===== src/rtl/cache_set_assoc.sv =====
// cache_set_assoc: N-way set-associative write-back cache with per-set true-LRU, dirty-line eviction port and a flush walk
// Ports: clk/reset (sync, active-high); req_valid/req_ready/req_op/req_addr/req_data request handshake
//        (op 00 FLUSH, 01 READ, 10 WRITE, 11 INVALIDATE; addr = {tag, index});
//        resp_valid/resp_hit/resp_data one-cycle response; evict_valid/evict_addr/evict_data dirty victim write-back.
module cache_set_assoc #(
    parameter int TAG_WIDTH   = 4,
    parameter int INDEX_WIDTH = 2,
    parameter int DATA_WIDTH  = 8,
    parameter int WAYS        = 4
) (
    input  logic                             clk,
    input  logic                             reset,
    input  logic                             req_valid,
    output logic                             req_ready,
    input  logic [1:0]                       req_op,
    input  logic [TAG_WIDTH+INDEX_WIDTH-1:0] req_addr,
    input  logic [DATA_WIDTH-1:0]            req_data,
    output logic                             resp_valid,
    output logic                             resp_hit,
    output logic [DATA_WIDTH-1:0]            resp_data,
    output logic                             evict_valid,
    output logic [TAG_WIDTH+INDEX_WIDTH-1:0] evict_addr,
    output logic [DATA_WIDTH-1:0]            evict_data
);
    localparam int SETS  = 2 ** INDEX_WIDTH;
    localparam int AGE_W = $clog2(WAYS);
    localparam int EW    = INDEX_WIDTH + AGE_W;
    localparam logic [1:0] OP_FLUSH = 2'b00, OP_READ = 2'b01, OP_WRITE = 2'b10, OP_INV = 2'b11;

    typedef enum logic {IDLE, FLUSH} state_t;
    state_t state, state_next;

    logic                  valid    [SETS][WAYS];
    logic                  dirty    [SETS][WAYS];
    logic [TAG_WIDTH-1:0]  tag_mem  [SETS][WAYS];
    logic [DATA_WIDTH-1:0] data_mem [SETS][WAYS];
    logic [AGE_W-1:0]      age      [SETS][WAYS];

    // Flush walk pointer {set, way}; it wraps back to 0 after the last entry.
    logic [EW-1:0]          ptr;
    logic [INDEX_WIDTH-1:0] idx, fset;
    logic [TAG_WIDTH-1:0]   rtag;
    logic [WAYS-1:0]        hit_vec;
    logic                   hit, has_inv, accept, do_lru;
    logic [AGE_W-1:0]       hit_way, inv_way, lru_way, vict, tw, tw_age, fway;

    assign req_ready = !reset && state == IDLE;
    assign accept    = req_valid && req_ready;
    assign idx       = req_addr[INDEX_WIDTH-1:0];
    assign rtag      = req_addr[TAG_WIDTH+INDEX_WIDTH-1:INDEX_WIDTH];
    assign fset      = ptr[EW-1:AGE_W];
    assign fway      = ptr[AGE_W-1:0];

    // Descending scan so the lowest-numbered matching/invalid way wins.
    always_comb begin
        hit_vec = '0;
        hit_way = '0;
        inv_way = '0;
        lru_way = '0;
        has_inv = 1'b0;
        for (int w = WAYS - 1; w >= 0; w--) begin
            hit_vec[w] = valid[idx][w] && tag_mem[idx][w] == rtag;
            if (hit_vec[w]) hit_way = AGE_W'(w);
            if (!valid[idx][w]) begin
                inv_way = AGE_W'(w);
                has_inv = 1'b1;
            end
            if (age[idx][w] == AGE_W'(WAYS - 1)) lru_way = AGE_W'(w);
        end
    end

    assign hit    = |hit_vec;
    assign vict   = has_inv ? inv_way : lru_way;
    assign tw     = hit ? hit_way : vict;
    assign tw_age = age[idx][tw];
    assign do_lru = accept && ((req_op == OP_READ && hit) || req_op == OP_WRITE);

    always_comb begin
        state_next = (accept && req_op == OP_FLUSH) ? FLUSH : (state == FLUSH && &ptr) ? IDLE : state;
    end

    always_ff @(posedge clk) begin
        if (reset) begin
            state       <= IDLE;
            ptr         <= '0;
            resp_valid  <= 1'b0;
            resp_hit    <= 1'b0;
            resp_data   <= '0;
            evict_valid <= 1'b0;
            evict_addr  <= '0;
            evict_data  <= '0;
            for (int s = 0; s < SETS; s++)
                for (int w = 0; w < WAYS; w++) begin
                    valid[s][w] <= 1'b0;
                    dirty[s][w] <= 1'b0;
                    age[s][w]   <= AGE_W'(w);
                end
        end else begin
            state       <= state_next;
            resp_valid  <= 1'b0;
            resp_hit    <= 1'b0;
            resp_data   <= '0;
            evict_valid <= 1'b0;
            evict_addr  <= '0;
            evict_data  <= '0;
            if (state == FLUSH) begin
                ptr <= ptr + EW'(1);
                if (valid[fset][fway] && dirty[fset][fway]) begin
                    evict_valid <= 1'b1;
                    evict_addr  <= {tag_mem[fset][fway], fset};
                    evict_data  <= data_mem[fset][fway];
                end
                valid[fset][fway] <= 1'b0;
                dirty[fset][fway] <= 1'b0;
                age[fset][fway]   <= fway;
                resp_valid        <= &ptr;
            end else if (accept && req_op != OP_FLUSH) begin
                resp_valid <= 1'b1;
                resp_hit   <= hit;
                if (req_op == OP_READ && hit) resp_data <= data_mem[idx][hit_way];
                if (req_op == OP_WRITE) begin
                    if (!hit && valid[idx][vict] && dirty[idx][vict]) begin
                        evict_valid <= 1'b1;
                        evict_addr  <= {tag_mem[idx][vict], idx};
                        evict_data  <= data_mem[idx][vict];
                    end
                    valid[idx][tw] <= 1'b1;
                    dirty[idx][tw] <= 1'b1;
                end
                if (req_op == OP_INV && hit) begin
                    valid[idx][hit_way] <= 1'b0;
                    dirty[idx][hit_way] <= 1'b0;
                end
                // Ways younger than the touched way age by one; the touched way becomes MRU.
                if (do_lru)
                    for (int w = 0; w < WAYS; w++)
                        if (AGE_W'(w) == tw) age[idx][w] <= '0;
                        else if (age[idx][w] < tw_age) age[idx][w] <= age[idx][w] + AGE_W'(1);
            end
        end
    end

    // Tag and data arrays carry no reset; validity is tracked separately.
    always_ff @(posedge clk) begin
        if (accept && req_op == OP_WRITE) begin
            tag_mem[idx][tw]  <= rtag;
            data_mem[idx][tw] <= req_data;
        end
    end

    always_ff @(posedge clk) begin
        if (accept && req_op != OP_FLUSH) assert ($onehot0(hit_vec)) else $error("multiple ways matched tag");
    end
endmodule


===== config.mk =====
export PLATFORM = sky130hd
export DESIGN_NAME = cache_set_assoc
export DESIGN_NICKNAME = d
export VERILOG_FILES = /design/src/rtl/cache_set_assoc.sv
export SDC_FILE = /design/constraint.sdc
export NUM_CORES = 1
export LEC_CHECK = 0
export ABC_AREA = 1
export CAP_MARGIN = 20
export CORE_MARGIN = 10
export CORE_UTILIZATION = 35
export CTS_CLUSTER_DIAMETER = 40
export DETAILED_ROUTE_END_ITERATION = 12
export DONT_BUFFER_PORTS = 1
export SYNTH_ARGS = -nofsm -noshare
export SYNTH_HDL_FRONTEND = slang
export SYNTH_SLANG_ARGS = --single-unit
export TNS_END_PERCENT = 30

===== constraint.sdc =====
create_clock -name clk -period 4.64 [get_ports clk]
set_clock_uncertainty 0.1 [all_clocks]
set_input_delay 0.464 -clock clk [delete_from_list [all_inputs] [get_ports clk]]
set_output_delay 0.464 -clock clk [all_outputs]
set_load 0.01 [all_outputs]

==> summary.md <==
| Metric | Value |
|---|---|
| Seq/Total Area, Yosys | 56.12% |
| Leakage | 0.006121 uW |
| Worst Path Max Fanout | 11 |
| Total grt overflow | 0 |
| Mapped Nets | 1593 |
| Die X | 219.9 um |
| CORE AREA | 0.03964 mm^2 |
| Count of boundary I/O pins | 45 |
| Dpl cell area | 0.01461 mm^2 |
| PwrDens | 398.4 mW/mm^2 |
| Hold slack | 0.1641 ns |
| Setup crit end kind | flip-flop |
| Number of synthesized flops with an enable pin | 240 |
| Fin nets | 1614 |
| Buf+Inv Stages, Crit Path | 4 |
| Most frequent CP cell | nand2_1 |
| Clock latency on the worst-skew pair | 0.55 ns |
| Critical path's largest stage delay | 0.37 ns |
| Syn Area/Cell | 8.930 um^2 |
| Fmax | 268.6 MHz |
| Tcrit/Tclk final | 80.22% |
| Share of layout cells above drive strength 1 | 10.86% |
| Register bit total from synthesis | 272 |
| Crit-path slowest cell | edfxtp_1 |
| DRC viols | 0 |
| Post-synth top cells | nand2_1, edfxtp_1, o21ai_0 |
| Vias in the first global route | 11641 |
| Req. time, crit path | 4.78 ns |
| DR pass1 iterations | 5 |
| Pin count of the biggest net entering global routing | 104 |
| Setup TNS | 0 ns |
| Cell chain of the critical path | a22oi_1 -> inv_1 -> a221oi_1 -> buf_4 -> inv_1 -> ha_1 -> nor2_1 -> nand4_1 -> nand2_1 -> nand3_2 -> nand2_2 -> nand2_1 -> inv_2 -> nand2_1 -> nand2_1 -> nor2_4 -> nand2_2 -> nand2_1 -> nand2_1 -> nand2_1 -> o21ai_1 |
| Post-CTS Resized | 0 |
| Slew Limit Fails | 0 |
| Unrepaired setup endpoints after global routing | false |
| Via count | 11908 |
| Worst slew pin tran | 1.035 ns |
| Initial drt markers | 1418 |
| Clk pin slew, worst setup/hold paths | 0.05 ns |
| Antenna violations before repair | 3 |
| Num rows | 73 |
| Crit path max-delay family | simple AND/OR/NAND/NOR gates |
| Status | finished clean |
| Full die area | 0.04835 mm^2 |
| Max VDD drop | 0.0004421 V |
| Maximum Capacitance Violations | 0 |
| Htree depth | 2 |
| First-pass GRT wire length | 69050 um |
| Setup CP Type | flip-flop to flip-flop |
| Fin area | 0.01628 mm^2 |
| Dpl hpwl | 28080 um |
| GRT Total Usage | 18.70% |
| Top cells by area, synth | edfxtp_1, nand2_1, o21ai_0, nor2_1, dfxtp_1 |
| Area growth syn-to-layout | 16.44% |
| Most frequent cell after synthesis | nand2_1 |
| Final ANT Viol Nets | 0 |
| CTS max path bufs | 3 |
| CTS hold repair buffers | 15 |
| Yosys top cell area share | 51.53% |
| GPL Wtd Cong | 0.9168 |
| Yosys top cell by area | edfxtp_1 |
| Asr flop ratio synth | 0% |
| Worst slew margin | 30.99% |
| Yosys Warn Count | 0 |
| Final setup violation count | 0 |
| Total CTS buffers | 42 |
| Cell area after synthesis | 0.01398 mm^2 |
| Mapped Cells | 1566 |
| Starting density of the core | 35.28% |
| Count of cell types in the netlist | 41 |
| CTS tree | done |
| Drt total wl | 45560 um |
| Via density | 5.549 |
| WL/cell | 21.23 um |
| Fin crit period | 3.722 ns |
| Die height | 219.9 um |
| Arrival @ worst endpoint | 3.86 ns |
| HP Class | input pin to flip-flop |
| Primary FF master, synth | edfxtp_1 |
| Fin. Hold Viols | 0 |
| Clock Root Buffer | clkbuf_16 |
| Port bufs | 0 |
| Post-CTS Setup Repair Bufs | 0 |
| # clock sinks | 272 |
| Startpoint Class | flip-flop |
[registers in the layout, indices dropped and copies added, names as in the netlist, named ones only]
name,cells
resp_data,8
age,32
evict_addr,6
ptr,4
evict_valid,1
valid,3
resp_hit,1
dirty,13
evict_data,8
data_mem,128
tag_mem,64
state,1
resp_valid,1
[layout make-up]
class,count,area (um^2)
Clock inverter,27,392.9
Multi-Input combinational cell,1078,5271
Inverter,133,501.7
Fill cell,3916,23360
Tap cell,525,656.9
Timing Repair Buffer,60,495.5
Sequential cell,272,7853
Antenna cell,1,2.502
Clock buffer,50,1111
[cell families after synthesis]
logic type | count (synthesis) | synth area share (%)
buffers and inverters | 216 | 6.191
AO/OA/AOI/OAI | 394 | 16.51
AND/OR/NAND/NOR | 676 | 20.47
flip-flops | 272 | 56.12
adder cells (fa/ha/maj) | 8 | 0.7158
[report_power, final]
group,switching (uW),internal (uW),leakage [uW],total [uW]
logic,318,133,0.00297,450
clock network,1200,2140,0.000726,3340
registers,13.9,2680,0.00243,2690
total,1540,4950,0.00612,6490
[final timing paths]
path	from	endpoint	slack, ns	depth (start not counted)
worst max register to register	age[0][6]	dirty[0][1]	0.92	21
worst max-delay path	age[0][6]	dirty[0][1]	0.92	21
worst min register to register	state	flip-flop	0.44	1
worst min-delay path	reset	resp_valid	0.16	3
[per-layer routing]
layer | vias to the layer above | global-route usage, % | part of all wire [%]
li1 | 5534 | - | -
met3 | 127 | 4.799 | 10
met1 | 5627 | 23.62 | 40
met2 | 620 | 29.80 | 46
met5 | - | 0 | 0
met4 | 0 | 8.035 | 4.0
[per-stage QoR]
step / worst slack, ns / total power [uW] / std cells / utilization, %
after floorplan: 0.9178 / 3043 / 1566 / -
final: 0.9176 / 6488 / 2146 / 41.08
after global routing: 0.6051 / 6705 / 2146 / 41.08
after CTS: 0.9507 / 6526 / 2144 / 41.04
after global placement: 0.5854 / 3149 / 2052 / 36.86
after detailed placement: 0.4240 / 3151 / 2052 / 36.86
[layout by cell type, fill, tap and decap left out, drive strengths merged]
master / instances
nand2: 355
clkinvlp: 3
nor4: 1
a21oi: 57
bufinv: 7
clkbuf: 50
a32oi: 1
inv: 140
o32ai: 1
a311oi: 1
nand4: 3
dfxtp: 32
o22ai: 38
o221ai: 9
diode: 1
a31oi: 17
and2: 7
a221oi: 30
nand3: 105
dlygate4sd3: 15
ha: 8
clkinv: 10
a22o: 2
a22oi: 17
nor2: 190
o211ai: 19
nor3: 7
edfxtp: 240
a32o: 1
or2: 8
buf: 45
o21ai: 201
[tightest hold or removal path, stage by stage]
cell	delay, ns
nor2_1	0.13
nand2_1	0.11
nand2_1	0.05
No activity file was read; power rests on OpenSTA's default activity.
